File: config.mk
export PLATFORM = sky130hd
export DESIGN_NAME = spi_apb_ctrl
export DESIGN_NICKNAME = d
export VERILOG_FILES = /design/src/rtl/spi_apb_ctrl.sv
export SDC_FILE = /design/constraint.sdc
export NUM_CORES = 1
export LEC_CHECK = 0
export CAP_MARGIN = 20
export CORE_MARGIN = 3
export CORE_UTILIZATION = 45
export CTS_CLUSTER_SIZE = 28
export DETAILED_ROUTE_END_ITERATION = 10
export PLACE_DENSITY = 0.76
export SLEW_MARGIN = 15
export SYNTH_ARGS = -nofsm -noshare
export SYNTH_HDL_FRONTEND = slang
export SYNTH_SLANG_ARGS = --single-unit
File: constraint.sdc
create_clock -name clk_i -period 2.3 [get_ports clk_i]
set_clock_uncertainty 0.05 [all_clocks]
set_input_delay 0.345 -clock clk_i [delete_from_list [all_inputs] [get_ports clk_i]]
set_output_delay 0.345 -clock clk_i [all_outputs]
set_load 0.01 [all_outputs]
File: src/rtl/spi_apb_ctrl.sv
// -----------------------------------------------------------------------------
// spi_apb_ctrl
// APB3 slave that feeds a CPOL=0/CPHA=0 byte-wide SPI master driver.
// Software pushes bytes into a TX FIFO; a sequencer issues one driver
// transaction per byte and stores the received byte in an RX FIFO that
// software pops.
//
// Ports:
//   clk_i, rst_i        clock, synchronous active-high reset
//   apb_*               APB3 slave interface (zero wait states)
//   irq_o               level interrupt (registered)
//   spi_start_o         one-cycle start pulse to the driver
//   spi_data_bo         byte for the driver to transmit
//   spi_busy_i          driver busy
//   spi_data_bi         byte received by the driver in its last transaction
// -----------------------------------------------------------------------------
module spi_apb_ctrl #(
    parameter int unsigned FIFO_DEPTH = 4,
    parameter int unsigned CNT_W      = 3
) (
    input  logic        clk_i,
    input  logic        rst_i,
    input  logic        apb_psel_i,
    input  logic        apb_penable_i,
    input  logic        apb_pwrite_i,
    input  logic [3:0]  apb_paddr_bi,
    input  logic [31:0] apb_pwdata_bi,
    output logic [31:0] apb_prdata_bo,
    output logic        apb_pready_o,
    output logic        apb_pslverr_o,
    output logic        irq_o,
    output logic        spi_start_o,
    output logic [7:0]  spi_data_bo,
    input  logic        spi_busy_i,
    input  logic [7:0]  spi_data_bi
);

    localparam int unsigned      PTR_W   = CNT_W - 1;
    localparam logic [CNT_W-1:0] DEPTH_C = CNT_W'(FIFO_DEPTH);

    localparam logic [1:0] A_CTRL   = 2'd0;
    localparam logic [1:0] A_STATUS = 2'd1;
    localparam logic [1:0] A_TXDATA = 2'd2;
    localparam logic [1:0] A_RXDATA = 2'd3;

    typedef enum logic [1:0] {
        ST_IDLE      = 2'd0,
        ST_START     = 2'd1,
        ST_WAIT_BUSY = 2'd2,
        ST_WAIT_DONE = 2'd3
    } state_e;

    // APB decode: side effects only in the access phase
    logic       apb_acc;
    logic       apb_wr;
    logic       apb_rd;
    logic [1:0] reg_sel;

    assign apb_acc      = apb_psel_i & apb_penable_i;
    assign apb_wr       = apb_acc & apb_pwrite_i;
    assign apb_rd       = apb_acc & ~apb_pwrite_i;
    assign reg_sel      = apb_paddr_bi[3:2];
    assign apb_pready_o = 1'b1;

    // Low address bits and upper write data are don't-care
    logic unused_ok;
    assign unused_ok = ^{apb_paddr_bi[1:0], apb_pwdata_bi[31:8]};

    // CTRL register and self-clearing flush strobes
    logic en_q, en_d;
    logic irq_en_q, irq_en_d;
    logic tx_flush, rx_flush;

    assign tx_flush = apb_wr & (reg_sel == A_CTRL) & apb_pwdata_bi[1];
    assign rx_flush = apb_wr & (reg_sel == A_CTRL) & apb_pwdata_bi[2];

    always_comb begin
        en_d     = en_q;
        irq_en_d = irq_en_q;
        if (apb_wr && (reg_sel == A_CTRL)) begin
            en_d     = apb_pwdata_bi[0];
            irq_en_d = apb_pwdata_bi[3];
        end
    end

    // TX FIFO
    logic [7:0]       tx_mem_q [FIFO_DEPTH];
    logic [PTR_W-1:0] tx_wptr_q, tx_wptr_d, tx_rptr_q, tx_rptr_d;
    logic [CNT_W-1:0] tx_cnt_q, tx_cnt_d;
    logic             tx_full, tx_empty, tx_push, tx_pop;

    assign tx_full  = (tx_cnt_q == DEPTH_C);
    assign tx_empty = (tx_cnt_q == '0);
    // Full check uses the pre-pop count, so a push to a full FIFO is dropped
    assign tx_push  = apb_wr & (reg_sel == A_TXDATA) & ~tx_full & ~tx_flush;

    always_comb begin
        tx_wptr_d = tx_wptr_q;
        tx_rptr_d = tx_rptr_q;
        tx_cnt_d  = tx_cnt_q;
        if (tx_flush) begin
            tx_wptr_d = '0;
            tx_rptr_d = '0;
            tx_cnt_d  = '0;
        end else begin
            if (tx_push) tx_wptr_d = tx_wptr_q + PTR_W'(1);
            if (tx_pop)  tx_rptr_d = tx_rptr_q + PTR_W'(1);
            tx_cnt_d = tx_cnt_q + CNT_W'(tx_push) - CNT_W'(tx_pop);
        end
    end

    always_ff @(posedge clk_i) begin
        if (tx_push) tx_mem_q[tx_wptr_q] <= apb_pwdata_bi[7:0];
    end

    // RX FIFO
    logic [7:0]       rx_mem_q [FIFO_DEPTH];
    logic [PTR_W-1:0] rx_wptr_q, rx_wptr_d, rx_rptr_q, rx_rptr_d;
    logic [CNT_W-1:0] rx_cnt_q, rx_cnt_d;
    logic             rx_full, rx_empty, rx_push, rx_pop;

    assign rx_full  = (rx_cnt_q == DEPTH_C);
    assign rx_empty = (rx_cnt_q == '0);
    assign rx_pop   = apb_rd & (reg_sel == A_RXDATA) & ~rx_empty & ~rx_flush;

    always_comb begin
        rx_wptr_d = rx_wptr_q;
        rx_rptr_d = rx_rptr_q;
        rx_cnt_d  = rx_cnt_q;
        if (rx_flush) begin
            rx_wptr_d = '0;
            rx_rptr_d = '0;
            rx_cnt_d  = '0;
        end else begin
            if (rx_push) rx_wptr_d = rx_wptr_q + PTR_W'(1);
            if (rx_pop)  rx_rptr_d = rx_rptr_q + PTR_W'(1);
            rx_cnt_d = rx_cnt_q + CNT_W'(rx_push) - CNT_W'(rx_pop);
        end
    end

    always_ff @(posedge clk_i) begin
        if (rx_push) rx_mem_q[rx_wptr_q] <= spi_data_bi;
    end

    // Sequencer: one driver transaction in flight at a time
    state_e     state_q, state_d;
    logic       can_start;
    logic       spi_start_d;
    logic [7:0] spi_data_d;
    logic       irq_d;

    // A full RX stalls new starts, so RX can never overflow
    assign can_start = en_q & ~tx_empty & (rx_cnt_q != DEPTH_C);

    always_ff @(posedge clk_i) begin
        if (rst_i) state_q <= ST_IDLE;
        else       state_q <= state_d;
    end

    always_comb begin
        state_d = state_q;
        case (state_q)
            ST_IDLE:      if (can_start)   state_d = ST_START;
            ST_START:                      state_d = ST_WAIT_BUSY;
            ST_WAIT_BUSY: if (spi_busy_i)  state_d = ST_WAIT_DONE;
            ST_WAIT_DONE: if (!spi_busy_i) state_d = ST_IDLE;
            default:                       state_d = ST_IDLE;
        endcase
    end

    always_comb begin
        spi_start_d = 1'b0;
        spi_data_d  = spi_data_bo;
        tx_pop      = 1'b0;
        rx_push     = 1'b0;
        case (state_q)
            ST_IDLE: begin
                if (can_start) begin
                    spi_start_d = 1'b1;
                    spi_data_d  = tx_mem_q[tx_rptr_q];
                    tx_pop      = 1'b1;
                end
            end
            ST_WAIT_DONE: rx_push = ~spi_busy_i;
            default: ;
        endcase
    end

    assign irq_d = irq_en_q & (~rx_empty | (en_q & tx_empty & (state_q == ST_IDLE)));

    // State registers
    always_ff @(posedge clk_i) begin
        if (rst_i) begin
            en_q        <= 1'b0;
            irq_en_q    <= 1'b0;
            tx_wptr_q   <= '0;
            tx_rptr_q   <= '0;
            tx_cnt_q    <= '0;
            rx_wptr_q   <= '0;
            rx_rptr_q   <= '0;
            rx_cnt_q    <= '0;
            spi_start_o <= 1'b0;
            spi_data_bo <= 8'd0;
            irq_o       <= 1'b0;
        end else begin
            en_q        <= en_d;
            irq_en_q    <= irq_en_d;
            tx_wptr_q   <= tx_wptr_d;
            tx_rptr_q   <= tx_rptr_d;
            tx_cnt_q    <= tx_cnt_d;
            rx_wptr_q   <= rx_wptr_d;
            rx_rptr_q   <= rx_rptr_d;
            rx_cnt_q    <= rx_cnt_d;
            spi_start_o <= spi_start_d;
            spi_data_bo <= spi_data_d;
            irq_o       <= irq_d;
        end
    end

    // Read data / error response, combinational during access only
    always_comb begin
        apb_prdata_bo = 32'd0;
        apb_pslverr_o = 1'b0;
        if (apb_rd) begin
            case (reg_sel)
                A_CTRL:   apb_prdata_bo = {28'd0, irq_en_q, 2'b00, en_q};
                A_STATUS: apb_prdata_bo = {16'd0, 4'(rx_cnt_q), 4'(tx_cnt_q), 3'd0,
                                           rx_empty, rx_full, tx_empty, tx_full,
                                           state_q != ST_IDLE};
                A_TXDATA: apb_prdata_bo = 32'd0;
                A_RXDATA: begin
                    if (rx_empty) apb_pslverr_o = 1'b1;
                    else          apb_prdata_bo = {24'd0, rx_mem_q[rx_rptr_q]};
                end
                default:  apb_prdata_bo = 32'd0;
            endcase
        end else if (apb_wr && (reg_sel == A_TXDATA) && tx_full) begin
            apb_pslverr_o = 1'b1;
        end
    end

endmodule

Word-level counts from Yosys, hierarchy flattened:

Memory sizes are Yosys's and may differ from the RTL's. A register that Yosys moved wholly into a read port is not among the register bits.
Index checks and enable logic that the tools add are counted.

* bits in registers: 20
* latch bits: 0
* bits in writable memories: 64
* memory bits (read-only): 0
* input bits: 50
* output and inout bits: 44
* memories kept: 2

* add/subtract/negate cells: 8
* multipliers: 0
* divide/modulo/power cells: 0
* $lt $le $gt $ge: 0
* eq/ne operators: 12
* shift-type cells: 0
* multiplexer cells: 20
* bitwise logic cells: 25
* reduce and logical (&&, ||, !) cells: 12

Memory list
* rx_mem_q: words 4, width 8, rd ports 1, clocked after memory_dff 1, write ports 1, RTL line 117 `logic [7:0] rx_mem_q [FIFO_DEPTH];`
* tx_mem_q: words 4, width 8, rd ports 1, clocked after memory_dff 1, write ports 1, RTL line 87 `logic [7:0] tx_mem_q [FIFO_DEPTH];`

Operators with widths (count)
* 32-bit case mux with 4 select lines: 1
* 32-bit two-way mux: 1
* 1-bit bitwise AND: 17
* 1-bit two-way mux: 11
* 2-bit two-way mux: 5
* 2-bit by 1-bit adder with 2-bit output, second input constant: 4
* 2-bit equality test, second input constant: 4
* 8-bit two-way mux: 1
* 2-bit case mux with 4 select lines: 1
* 1-bit NOT: 7
* 3-bit by 1-bit adder with 3-bit output: 2
* 3-bit equality test, second input constant: 2
* 3-bit zero test: 2
* 2-bit != test, second input constant: 3
* 3-bit by 1-bit subtractor with 3-bit output: 2
* 2-bit by 1-bit equality test with 1-bit output, second input constant: 2
* 2-bit zero test: 2
* 2-bit OR reduction: 2
* 1-bit logical AND: 3
* 3-bit != test, second input constant: 1
* 3-bit AND reduction: 1
* 2-bit AND reduction: 1
* 2-bit nonzero test: 1
* 1-bit bitwise OR: 1

Depth between registers and ports, before layout:

Gate-level depths: netlist (run 1).

* word-level depth: 8
* gate-level depth with buffers: 12

Least setup slack after synthesis (run 1):

OpenSTA, ideal clock, no wires.

* path kind: register -> register
* start: reg state_q[0]
* end: reg tx_cnt_q[2]
* setup time: 116 ps
* data arrival time: 2098 ps
* slack: 36 ps
* stages on the path, launching flop included: 13
* period minus slack after synthesis: 2264 ps
* path through: dfxtp_1 -> inv_1 -> ha_1 -> nand2_1 -> nor3_2 -> buf_6 -> xor2_1 -> ha_1 -> inv_1 -> fa_1 -> xor2_1 -> xnor2_1 -> nor2_1

* word-level cells in the longest chain between the ends: 3

Ends and longest elaborated chain
* start: declaration: RTL line 146 `state_e state_q, state_d;`
* start signal: assignment: RTL line 157 `else state_q <= state_d;`
* 2-bit zero test: RTL line 176 `case (state_q)`
* 1-bit two-way mux: RTL line 176
* 3-bit by 1-bit subtractor with 3-bit output: RTL line 108 `tx_cnt_d = tx_cnt_q + CNT_W'(tx_push) - CNT_W'(tx_pop);`
* end signal: assignment: RTL line 210 `tx_cnt_q <= tx_cnt_d;`
* end: declaration: RTL line 89 `logic [CNT_W-1:0] tx_cnt_q, tx_cnt_d;`

No other way between the ends.
A chain may end at the register's enable or synchronous reset.

==> impl_metrics.csv, run 1 <==
group,metric,value,unit
sta,final-max-slew-violation-count,0,
power_and_ir_drop,power_density,595,mW/mm²
setup_path,critPathKind,"reg2out",
power_and_ir_drop,power.leakage,1.90,nW
sta,finalCritPeriodShare,0.974,
floorplan,die_width,102,µm
placed_design,numPlacedInstances,457,
power_and_ir_drop,power_frac_comb,0.040,
global_route,grt_pass1_vias,2423,
placed_design,place.gp.congestion,0.798,
cts,cts_inserted_buffers,9,
placed_design,place_hpwl,5510,µm
sta,worst-slew-pin-transition,0.590,ns
yosys,postSynthCellCount,290,
cts,cts_tree,"done",
yosys,netlist_area,0.00415,mm²
power_and_ir_drop,net-switching-power,0.646,mW
min_path,hold_path.startpoint,"irq_en_q$_SDFFE_PP0N_",
route,number_of_nets_still_failing_antenna_checks_after_routing,0,
power_and_ir_drop,worst_ir_drop_vdd,293,µV
setup_path,crit_path_start_kind,"flip-flop",
setup_path,setup.worst_path.end_class,"output pin",
floorplan,fp.dieArea,0.0104,mm²
cts,hold_buffers,0,
layout,area.growth.synth_to_final,22.2,%
yosys,synthDistinctLibCells,41,
setup_path,critical_path.reg2reg.endpoint,"rx_cnt_q[2]$_SDFF_PP0_",
floorplan,dieHeight,102,µm
yosys,synth-seq-cells,94,
setup_path,critPathMaxFanout,6,
setup_path,worst-r2r-cell-count,9,
cts,cts_buffer_depth,2,
floorplan,floorplan.core_area,0.00885,mm²
flow_run,drv.max_cap_violation_count,0,
layout,final-instance-count-excl-fill,477,
sta,final.min_clock_period,2.24,ns
setup_path,rrSetupSlack,0.11,ns
yosys,synth-seq-area-share,0.609,
global_route,number_of_antenna_violations_at_the_first_check_in_global_routing,0,
yosys,yosys_warnings,0,
cts,clock_sinks,94,
layout,antenna_cells,0,
setup_path,critical_path.reg2reg.startpoint,"rx_cnt_q[1]$_SDFF_PP0_",
power_and_ir_drop,power.share.switching,0.214,
global_route,grt_pass1_wl,11900,µm
power_and_ir_drop,intPower,2.37,mW
status,outcome,"finished, final reports clean",
cts,clk_pin_slew,0.10,ns
min_path,whs_endpoint,"irq_en_q$_SDFFE_PP0N_",
floorplan,initial_core_util,0.468,
sta,max_freq,446,MHz
min_path,min_path_cells,2,
setup_path,worst_path_required,1.90,ns
power_and_ir_drop,p_clk_frac,0.362,
cts,ctsHtreeMaxLevel,3,
placed_design,numPortBuffers,48,
global_route,pin_count_of_the_biggest_net_entering_global_routing,17,
sta,finalHoldViolCount,0,
route,route.detailed.drc,0,
power_and_ir_drop,power.share.sequential,0.598,
sta,grt_setup_unrepaired,"yes",
layout,fraction_of_final_layout_cells_sized_beyond_drive_strength_1,0.220,
sta,setup_viol,0,
global_route,grt_util_all_layers,0.153,
route,detailedRoute.firstIterationViolations,76,
layout,finalNetCount,430,
setup_path,timing.critical_path.arrival,1.85,ns
sta,maxSlewHeadroom,0.606,
min_path,min-delay-path-class,"reg2reg",
route,drt_pre_antenna_iters,4,
layout,finish.utilization,0.572,
cts,clock-root-buffer,"clkbuf_8",
yosys,per_instance_average_area_after_synthesis,14.3,µm²
route,avgRoutedWirePerCell,15.7,µm
global_route,overflow,0,
route,via_per_instance_ratio,4.99,
route,vias,2381,
floorplan,num_rows,34,
cts,worstSkewPairLatency,0.35,ns
route,detail_route.wirelength,7480,µm
floorplan,ioPinCount,94,
worst max-delay path, stage by stage, from the launching register on:
cell	delay, ns
dfxtp_4	0.40
buf_4	0.12
mux4_2	0.48
o2bb2ai_1	0.18
dlygate4sd2_1	0.31
repair_timing:
| item | 4_1_cts | 5_1_grt |
|---|---|---|
| hold endpoints to repair | 0 | 0 |
| endpoints found under the setup margin | 15 | 5 |
| buffers inserted | 1 | 3 |
| pin swaps | 1 | 3 |
| gates resized for setup | 27 | 9 |
how the worst max path moves through the flow:
stage,slack [ns],from,end
3_3_place_gp,-0.23,apb_penable_i,tx_cnt_q[2]$_SDFF_PP0_
3_5_place_dp,-0.26,apb_pwrite_i,tx_cnt_q[2]$_SDFF_PP0_
2_1_floorplan,0.04,state_q[0]$_SDFFE_PP0P_,tx_cnt_q[2]$_SDFF_PP0_
6_report,0.06,flip-flop,apb_prdata_bo[3]
4_1_cts,0.002,flip-flop,apb_prdata_bo[1]
5_1_grt,-0.01,state_q[1]$_SDFFE_PP0P_,tx_cnt_q[2]$_SDFF_PP0_
cells by family (layout without fill, tap and decap cells):
family,Yosys count,in the layout,share of synthesized area
multiplexers,28,28,0.116
AND/OR/NAND/NOR,74,74,0.103
XOR/XNOR,10,10,0.0211
AO/OA/AOI/OAI,18,18,0.0302
buffers and inverters,48,110,0.0679
adder cells (fa/ha/maj),16,16,0.0519
flip-flops,94,94,0.609
other,2,19,0.00181
layer usage:
layer	vias to the layer above	wire, µm	GRT usage
met5	-	0	0
met1	1161	3140	0.178
met2	67	3890	0.276
met3	10	327	0.0348
met4	0	116	0.0575
li1	1143	-	-
through the flow:
stage / area, µm² / power, mW / worst slack [ns] / TNS [ns] / hold WS [ns]
2_1_floorplan: 4210 / 1.91 / 0.0357 / 0 / 0.394
3_3_place_gp: 4830 / 1.96 / -0.233 / -3.10 / 0.415
3_5_place_dp: 4830 / 1.96 / -0.259 / -3.54 / 0.429
4_1_cts: 5030 / 3.05 / 0.00204 / 0 / 0.444
5_1_grt: 5060 / 3.13 / -0.0101 / -0.0119 / 0.474
6_report: 5060 / 3.01 / 0.0589 / 0 / 0.437
sequential cells by signal, summed over array words and instances (netlist names), named ones only:
register	cells
spi_data_bo	8
tx_rptr_q	2
irq_en_q	1
en_q	1
spi_start_o	1
state_q	2
rx_cnt_q	3
rx_rptr_q	2
tx_cnt_q	3
irq_o	1
rx_wptr_q	2
tx_wptr_q	2
tx_mem_q	32
rx_mem_q	32
synthesized netlist by cell type:
cell / n / share of area
nor2_1: 27 / 0.024
buf_4: 23 / 0.042
a31oi_1: 1 / 0.0015
nor3_2: 2 / 0.0048
a211oi_1: 2 / 0.0036
inv_2: 1 / 0.00090
xor2_1: 2 / 0.0042
fa_1: 2 / 0.0097
or3_1: 1 / 0.0015
dfxtp_1: 30 / 0.14
a22o_1: 2 / 0.0042
nor4_1: 1 / 0.0015
o2bb2ai_1: 3 / 0.0063
nor2b_1: 6 / 0.0091
a31o_2: 2 / 0.0042
nand2b_1: 3 / 0.0045
ha_1: 14 / 0.042
nor4b_1: 1 / 0.0021
inv_1: 16 / 0.014
and4bb_1: 1 / 0.0030
clkbuf_1: 5 / 0.0045
nor3b_2: 2 / 0.0060
nand3_4: 1 / 0.0042
conb_1: 2 / 0.0018
nor3b_1: 1 / 0.0018
and2_1: 13 / 0.020
or3_4: 1 / 0.0027
o21a_1: 1 / 0.0018
xnor2_1: 8 / 0.017
nand2_1: 6 / 0.0054
buf_6: 2 / 0.0054
and4_1: 1 / 0.0021
o21ai_0: 3 / 0.0036
nand3_1: 4 / 0.0048
and2b_1: 1 / 0.0018
buf_1: 1 / 0.00090
edfxtp_1: 64 / 0.46
mux4_2: 16 / 0.087
mux2i_1: 12 / 0.029
a21oi_1: 4 / 0.0048
and3_1: 2 / 0.0030
final cells by class:
| cell class | count | area [µm²] |
|---|---|---|
| fillers | 737 | 3780 |
| multi-input cells | 165 | 1430 |
| clock buffers | 10 | 128 |
| inverters | 17 | 63.8 |
| clock inverters | 6 | 65.1 |
| flip-flops and latches | 94 | 2530 |
| repair buffers | 77 | 716 |
| well taps | 108 | 135 |
layout by cell type (no fill, tap or decap), types with 2 or more instances in the layout:
master and n:
nor2_1 26, dfxtp_2 4, buf_12 3, ha_1 13, edfxtp_1 64, a21oi_1 4
nor3b_2 2, nand2b_1 3, clkbuf_8 9, dfxtp_1 25, o21ai_0 3, nand3_1 4
mux2i_1 12, xor2_1 2, nand2_1 5, dlymetal6s2s_1 2, conb_1 19, inv_1 15
a211oi_1 2, mux4_2 16, xnor2_1 8, clkdlybuf4s50_1 29, inv_6 2, o2bb2ai_1 3
nor2b_1 6, a22o_1 2, and2_1 13, inv_4 2, a31o_2 2, buf_4 26
fa_1 2, dlygate4sd2_1 16, inv_2 2
power groups by stage:
stage                     sequential, mW  combinational [mW]  clock [mW]
after global placement              1.84               0.117           0
after floorplan                     1.84              0.0690           0
after global routing                1.80               0.133        1.19
after CTS                           1.80               0.120        1.12
after detailed placement            1.84               0.120           0
final                               1.80               0.120        1.09
Note: power is estimated with default switching activity, not from simulation.
==> run 2, diff against run 1 <==
- CAP_MARGIN: 20 -> default
- CORE_ASPECT_RATIO: default -> 0.8
==> run 2 against run 1 <==
Compared with the run above: global-route usage up 0.32 points; count of clock-buffer cells in the layout down 1; clock power up 32%; sequential share of layout area decreased by 1.3 points; final cell count stayed put; critical path depth is 5 higher; non-clock buffer count shrank 4; utilization increased by 2.4 points; register-to-register slack barely moved; combinational power about the same; routed wire length rose by 1.4%; largest power group unchanged.
==> impl_metrics.csv, run 2 (synthesis results as in run 1) <==
group,metric,value,unit
cts,clock-root-buffer,"clkbuf_16",
setup_path,critical_path.reg2reg.startpoint,"rx_cnt_q[1]$_SDFF_PP0_",
power_and_ir_drop,power.leakage,1.93,nW
cts,cts_buffer_depth,2,
min_path,hold_path.startpoint,"spi_data_bo[1]$_SDFFE_PP0P_",
cts,cts_tree,"done",
setup_path,critical_path.n_buffers_inverters,2,
floorplan,initial_core_util,0.476,
setup_path,rrSetupSlack,0.1,ns
flow_run,drv.max_cap_violation_count,0,
sta,final.min_clock_period,2.20,ns
route,vias,2386,
layout,largest_registers_in_the_final_layout,"rx_mem_q (32), tx_mem_q (32), spi_data_bo (8)",
power_and_ir_drop,worst_ir_drop_vdd,545,µV
setup_path,critical_path.reg2reg.endpoint,"rx_cnt_q[2]$_SDFF_PP0_",
power_and_ir_drop,power_density,649,mW/mm²
setup_path,stages_on_the_worst_setup_path,9,
route,via_per_instance_ratio,5.00,
sta,max_freq,454,MHz
setup_path,timing.critical_path.arrival,2.39,ns
route,detailedRoute.firstIterationViolations,109,
route,detail_route.wirelength,7590,µm
layout,final-instance-count-excl-fill,477,
global_route,pin_count_of_the_biggest_net_entering_global_routing,20,
floorplan,dieHeight,91.8,µm
layout,most-common-layout-cells,"edfxtp_1, clkdlybuf4s50_1, nor2_1, dfxtp_1, buf_4",
layout,fraction_of_final_layout_cells_sized_beyond_drive_strength_1,0.216,
layout,area.growth.synth_to_final,25.3,%
floorplan,fp.dieArea,0.0104,mm²
setup_path,critPathTopFamily,"adder cells",
setup_path,crit_path_start_kind,"flip-flop",
setup_path,critPathKind,"reg2reg",
layout,design_area,0.00519,mm²
power_and_ir_drop,power.total,3.37,mW
route,number_of_nets_still_failing_antenna_checks_after_routing,0,
cts,clock_sinks,94,
setup_path,most_repeated_library_cell_on_the_critical_path,"ha_1",
floorplan,floorplan.core_area,0.00871,mm²
cts,clk_pin_slew,0.07,ns
cts,worstSkewPairLatency,0.34,ns
layout,mostFrequentLayoutCell,"edfxtp_1",
setup_path,critPathMaxFanout,6,
global_route,grt_pass1_vias,2403,
layout,finish.utilization,0.597,
route,route.detailed.drc,0,
global_route,number_of_antenna_violations_at_the_first_check_in_global_routing,0,
sta,setup_viol,0,
layout,finalNetCount,426,
placed_design,place_hpwl,5520,µm
status,outcome,"finished, final reports clean",
sta,finalCritPeriodShare,0.958,
cts,ctsHtreeMaxLevel,3,
sta,finalHoldViolCount,0,
setup_path,crit_path_cell_trace,"or3_4 > nand3_4 > inv_2 > ha_1 > inv_1 > ha_1 > fa_1 > xnor2_1 > nor2_1",
floorplan,num_rows,30,
setup_path,worst_path_required,2.48,ns
floorplan,die_width,113,µm
placed_design,numPortBuffers,48,
route,drt_pre_antenna_iters,4,
layout,antenna_cells,0,
placed_design,place.gp.congestion,0.814,
global_route,overflow,0,
setup_path,cpPeakStageDelay,0.44,ns
placed_design,numPlacedInstances,461,
global_route,grt_util_all_layers,0.156,
setup_path,crit_start,"rx_cnt_q[1]$_SDFF_PP0_",
min_path,min-delay-path-class,"reg2reg",
setup_path,setup.worst_path.end_class,"flip-flop",
setup_path,worst-r2r-cell-count,9,
sta,final.setup.worst_slack,0.0959,ns
floorplan,ioPinCount,94,
placed_design,dpl_worst_slack,-0.272,ns
placed_design,place_area,0.00485,mm²
cts,hold_buffers,0,
sta,final-max-slew-violation-count,0,
setup_path,endpoint,"rx_cnt_q[2]$_SDFF_PP0_",
route,avgRoutedWirePerCell,15.9,µm
cts,post-cts-setup-buffer-count,0,
setup_path,critPathSlowestCell,"or3_4",
global_route,grt_pass1_wl,12200,µm
cts,cts_inserted_buffers,9,
==> run 2: timing repair <==
action | 4_1_cts | 5_1_grt
setup endpoints to repair | 15 | 10
pin swaps | 0 | 3
resized for setup | 20 | 19
==> run 2: worst min-delay path by stage <==
stage | end | slack, ns | cells after the start
2_1_floorplan | irq_en_q$_SDFFE_PP0N_ | 0.39 | 2
3_3_place_gp | irq_en_q$_SDFFE_PP0N_ | 0.42 | 2
3_5_place_dp | spi_data_bo[1]$_SDFFE_PP0P_ | 0.43 | 2
4_1_cts | spi_data_bo[1]$_SDFFE_PP0P_ | 0.45 | 2
5_1_grt | spi_data_bo[6]$_SDFFE_PP0P_ | 0.49 | 2
6_report | spi_data_bo[1]$_SDFFE_PP0P_ | 0.45 | 2
==> run 2: cell type report <==
cell class / instances / area [µm²]
clock inverter: 7 / 73.8
multi-input combinational: 165 / 1450
sequential: 94 / 2530
clock buffer: 9 / 225
fill: 654 / 3510
timing repair buffer: 73 / 713
tap: 112 / 140
inverter: 17 / 63.8
==> run 2: stage by stage <==
step / hold slack (ns) / setup TNS, ns
global placement: 0.416 / -2.53
CTS: 0.454 / 0
detailed placement: 0.433 / -3.06
finish: 0.450 / 0
floorplan: 0.394 / 0
global route: 0.491 / -0.00272
==> run 2: power by group <==
part | switching, mW | internal (mW)
clock | 0.674 | 0.770
sequential | 0.00237 | 1.80
combinational | 0.0633 | 0.0589
==> run 2: worst register-to-register path, delay by kind of cell, from the launching register on <==
| family | cells | cell delay, ns |
|---|---|---|
| xor gates and xnor gates | 1 | 0.17 |
| adders and majority gates | 3 | 0.85 |
| buffers and inverters | 2 | 0.10 |
| DFF | 1 | 0.35 |
| and+or+nand+nor | 3 | 0.57 |
==> run 2: routing by layer <==
metal | wire (µm) | part of all wire | track usage | vias up
met5 | 0 | 0 | 0 | -
met4 | 180 | 0.024 | 0.0661 | 0
met3 | 369 | 0.049 | 0.0501 | 17
met2 | 3820 | 0.50 | 0.261 | 73
met1 | 3230 | 0.42 | 0.187 | 1162
li1 | - | - | - | 1134
==> variant: new RTL, settings of run 2 <==
Take the reset off `spi_data_bo` and load it in a clocked block of its own.
--- a/src/rtl/spi_apb_ctrl.sv
+++ b/src/rtl/spi_apb_ctrl.sv
@@ -200,7 +200,6 @@
             rx_rptr_q   <= '0;
             rx_cnt_q    <= '0;
             spi_start_o <= 1'b0;
-            spi_data_bo <= 8'd0;
             irq_o       <= 1'b0;
         end else begin
             en_q        <= en_d;
@@ -212,9 +211,12 @@
             rx_rptr_q   <= rx_rptr_d;
             rx_cnt_q    <= rx_cnt_d;
             spi_start_o <= spi_start_d;
-            spi_data_bo <= spi_data_d;
             irq_o       <= irq_d;
         end
+    end
+
+    always_ff @(posedge clk_i) begin
+        spi_data_bo <= spi_data_d;
     end
 
     // Read data / error response, combinational during access only
Function: differs if rst_i is asserted again (counterexample within 4 cycles, from zero or initial values and one cycle with rst_i high); with rst_i held inactive, the same outputs for 4 cycles.
==> variant against run 2 <==
Sequential cell count unchanged; utilization increased by 1.6 points; worst setup slack got worse by 86 ps; highest routed layer unchanged; combinational power increased by 5%; synthesized area decreased by 0.57%; critical path type unchanged; final area increased by 2.6%; wire length increased by 7.7%; worst hold slack improved by 28 ps; total power increased by 1.5%; die area decreased by 0.54%; critical path depth increased by 1.
==> variant: results (changes against run 2) <==
----------------------------------------------------
[Run status]
  Result of the run ... complete, no violations

[Route]
  Via total after detailed routing ... 2428 (+1.8%)

[Layout]
  Total of fill cells in the finished design ... 673 (+2.9%)
  Fraction of area in clock buffers and inverters ... 0.0563 (-0.00124)
  Fraction of final layout cells with drive strength greater than 1 ... 0.278 (+0.0615)
  Filler-free cell count of the finished design ... 479 (+0.42%)
  Fraction of area in multi-input gates ... 0.262 (-0.0168)
  Sequential cell area in the final layout ... 2610 sq um (+3.3%)
  Non-CTS buffers ... 87 (+19%)

[Power]
  Peak supply drop ... 0.000367 V (-33%)
  Standby leakage power ... 1.96 nW (+1.8%)

[Critical path]
  Count of cells along the worst register-to-register path ... 10 (+1)
  Worst path slowest cell ... sky130_fd_sc_hd__fa_2
  Launching element of the worst setup path ... rx_cnt_q[0]
  CP arrival ... 2510 ps (+120 ps)
  CP endpoint ... rx_cnt_q[1]
  Largest fanout on the critical path ... 5 (-1)
  Maximum single-stage delay on the critical path ... 540 ps (+100 ps)

[Synthesis]
  Sequential share of the synthesized area ... 0.631 (+0.0229)
  Top cells by area in the synthesized netlist ... sky130_fd_sc_hd__edfxtp_1 52%, sky130_fd_sc_hd__dfxtp_1 11%, sky130_fd_sc_hd__mux4_2 8.7%
  Most frequent cells after synthesis ... 72 x sky130_fd_sc_hd__edfxtp_1, 22 x sky130_fd_sc_hd__dfxtp_1, 21 x sky130_fd_sc_hd__nor2_1, 20 x sky130_fd_sc_hd__buf_4, 17 x sky130_fd_sc_hd__inv_1

[Global routing]
  Vias in the first global route ... 2495 (+3.8%)
  GRT Total Usage ... 0.160 (+0.00319)

[Placement]
  Routability cong. ... 0.808 (-0.72%)
  Placed inst area ... 4860 sq um (+0.18%)

----------------------------------------------------
-- variant: layer usage --
layer  global-route usage  vias up  share of wire  routed length, microns
met5                    0        -              0                       0
met4               0.0470        0          0.012                      95
met3               0.0486        8          0.058                     472
met2                0.272       87           0.52                    4240
met1                0.196     1201           0.41                    3370
li1                     -     1132              -                       -
-- variant: logic make-up (layout without fill, tap and decap cells) --
logic type / Yosys count / count (layout) / share of synthesized area
adders and majority gates: 16 / 16 / 0.0522
xor gates and xnor gates: 11 / 11 / 0.0252
buffers and inverters: 47 / 120 / 0.0677
DFF: 94 / 94 / 0.631
AOI/OAI and AO/OA: 17 / 17 / 0.0313
and+or+nand+nor: 71 / 71 / 0.0956
other: 2 / 19 / 0.00182
muxes: 19 / 19 / 0.0947
-- variant: timing repair --
action / in CTS / in global routing
resized for setup: 30 / 23
endpoints found under the setup margin: 16 / 10
buffers inserted: 5 / 5
hold buffers: 0 / 0
pin swaps: 6 / 11
-- variant: worst min-delay path: cells and delay by family (launching register included) --
kind          cells  cell delay [ps]
flops             1              330
xor+xnor          1              110
simple gates      1               50
-- variant: metrics by stage --
stage	setup TNS [ps]	worst slack [ps]
after floorplan	0	2.89
after global placement	-3520	-263
after global routing	-125	-37.5
after CTS	-126	-71.7
after detailed placement	-3950	-324
final	0	9.71
-- variant: power groups by stage --
stage / clock (mW) / sequential, mW / combinational, mW
2_1_floorplan: 0 / 1.86 / 0.0694
3_3_place_gp: 0 / 1.86 / 0.119
3_5_place_dp: 0 / 1.86 / 0.123
4_1_cts: 1.49 / 1.83 / 0.123
5_1_grt: 1.56 / 1.82 / 0.138
6_report: 1.47 / 1.82 / 0.128
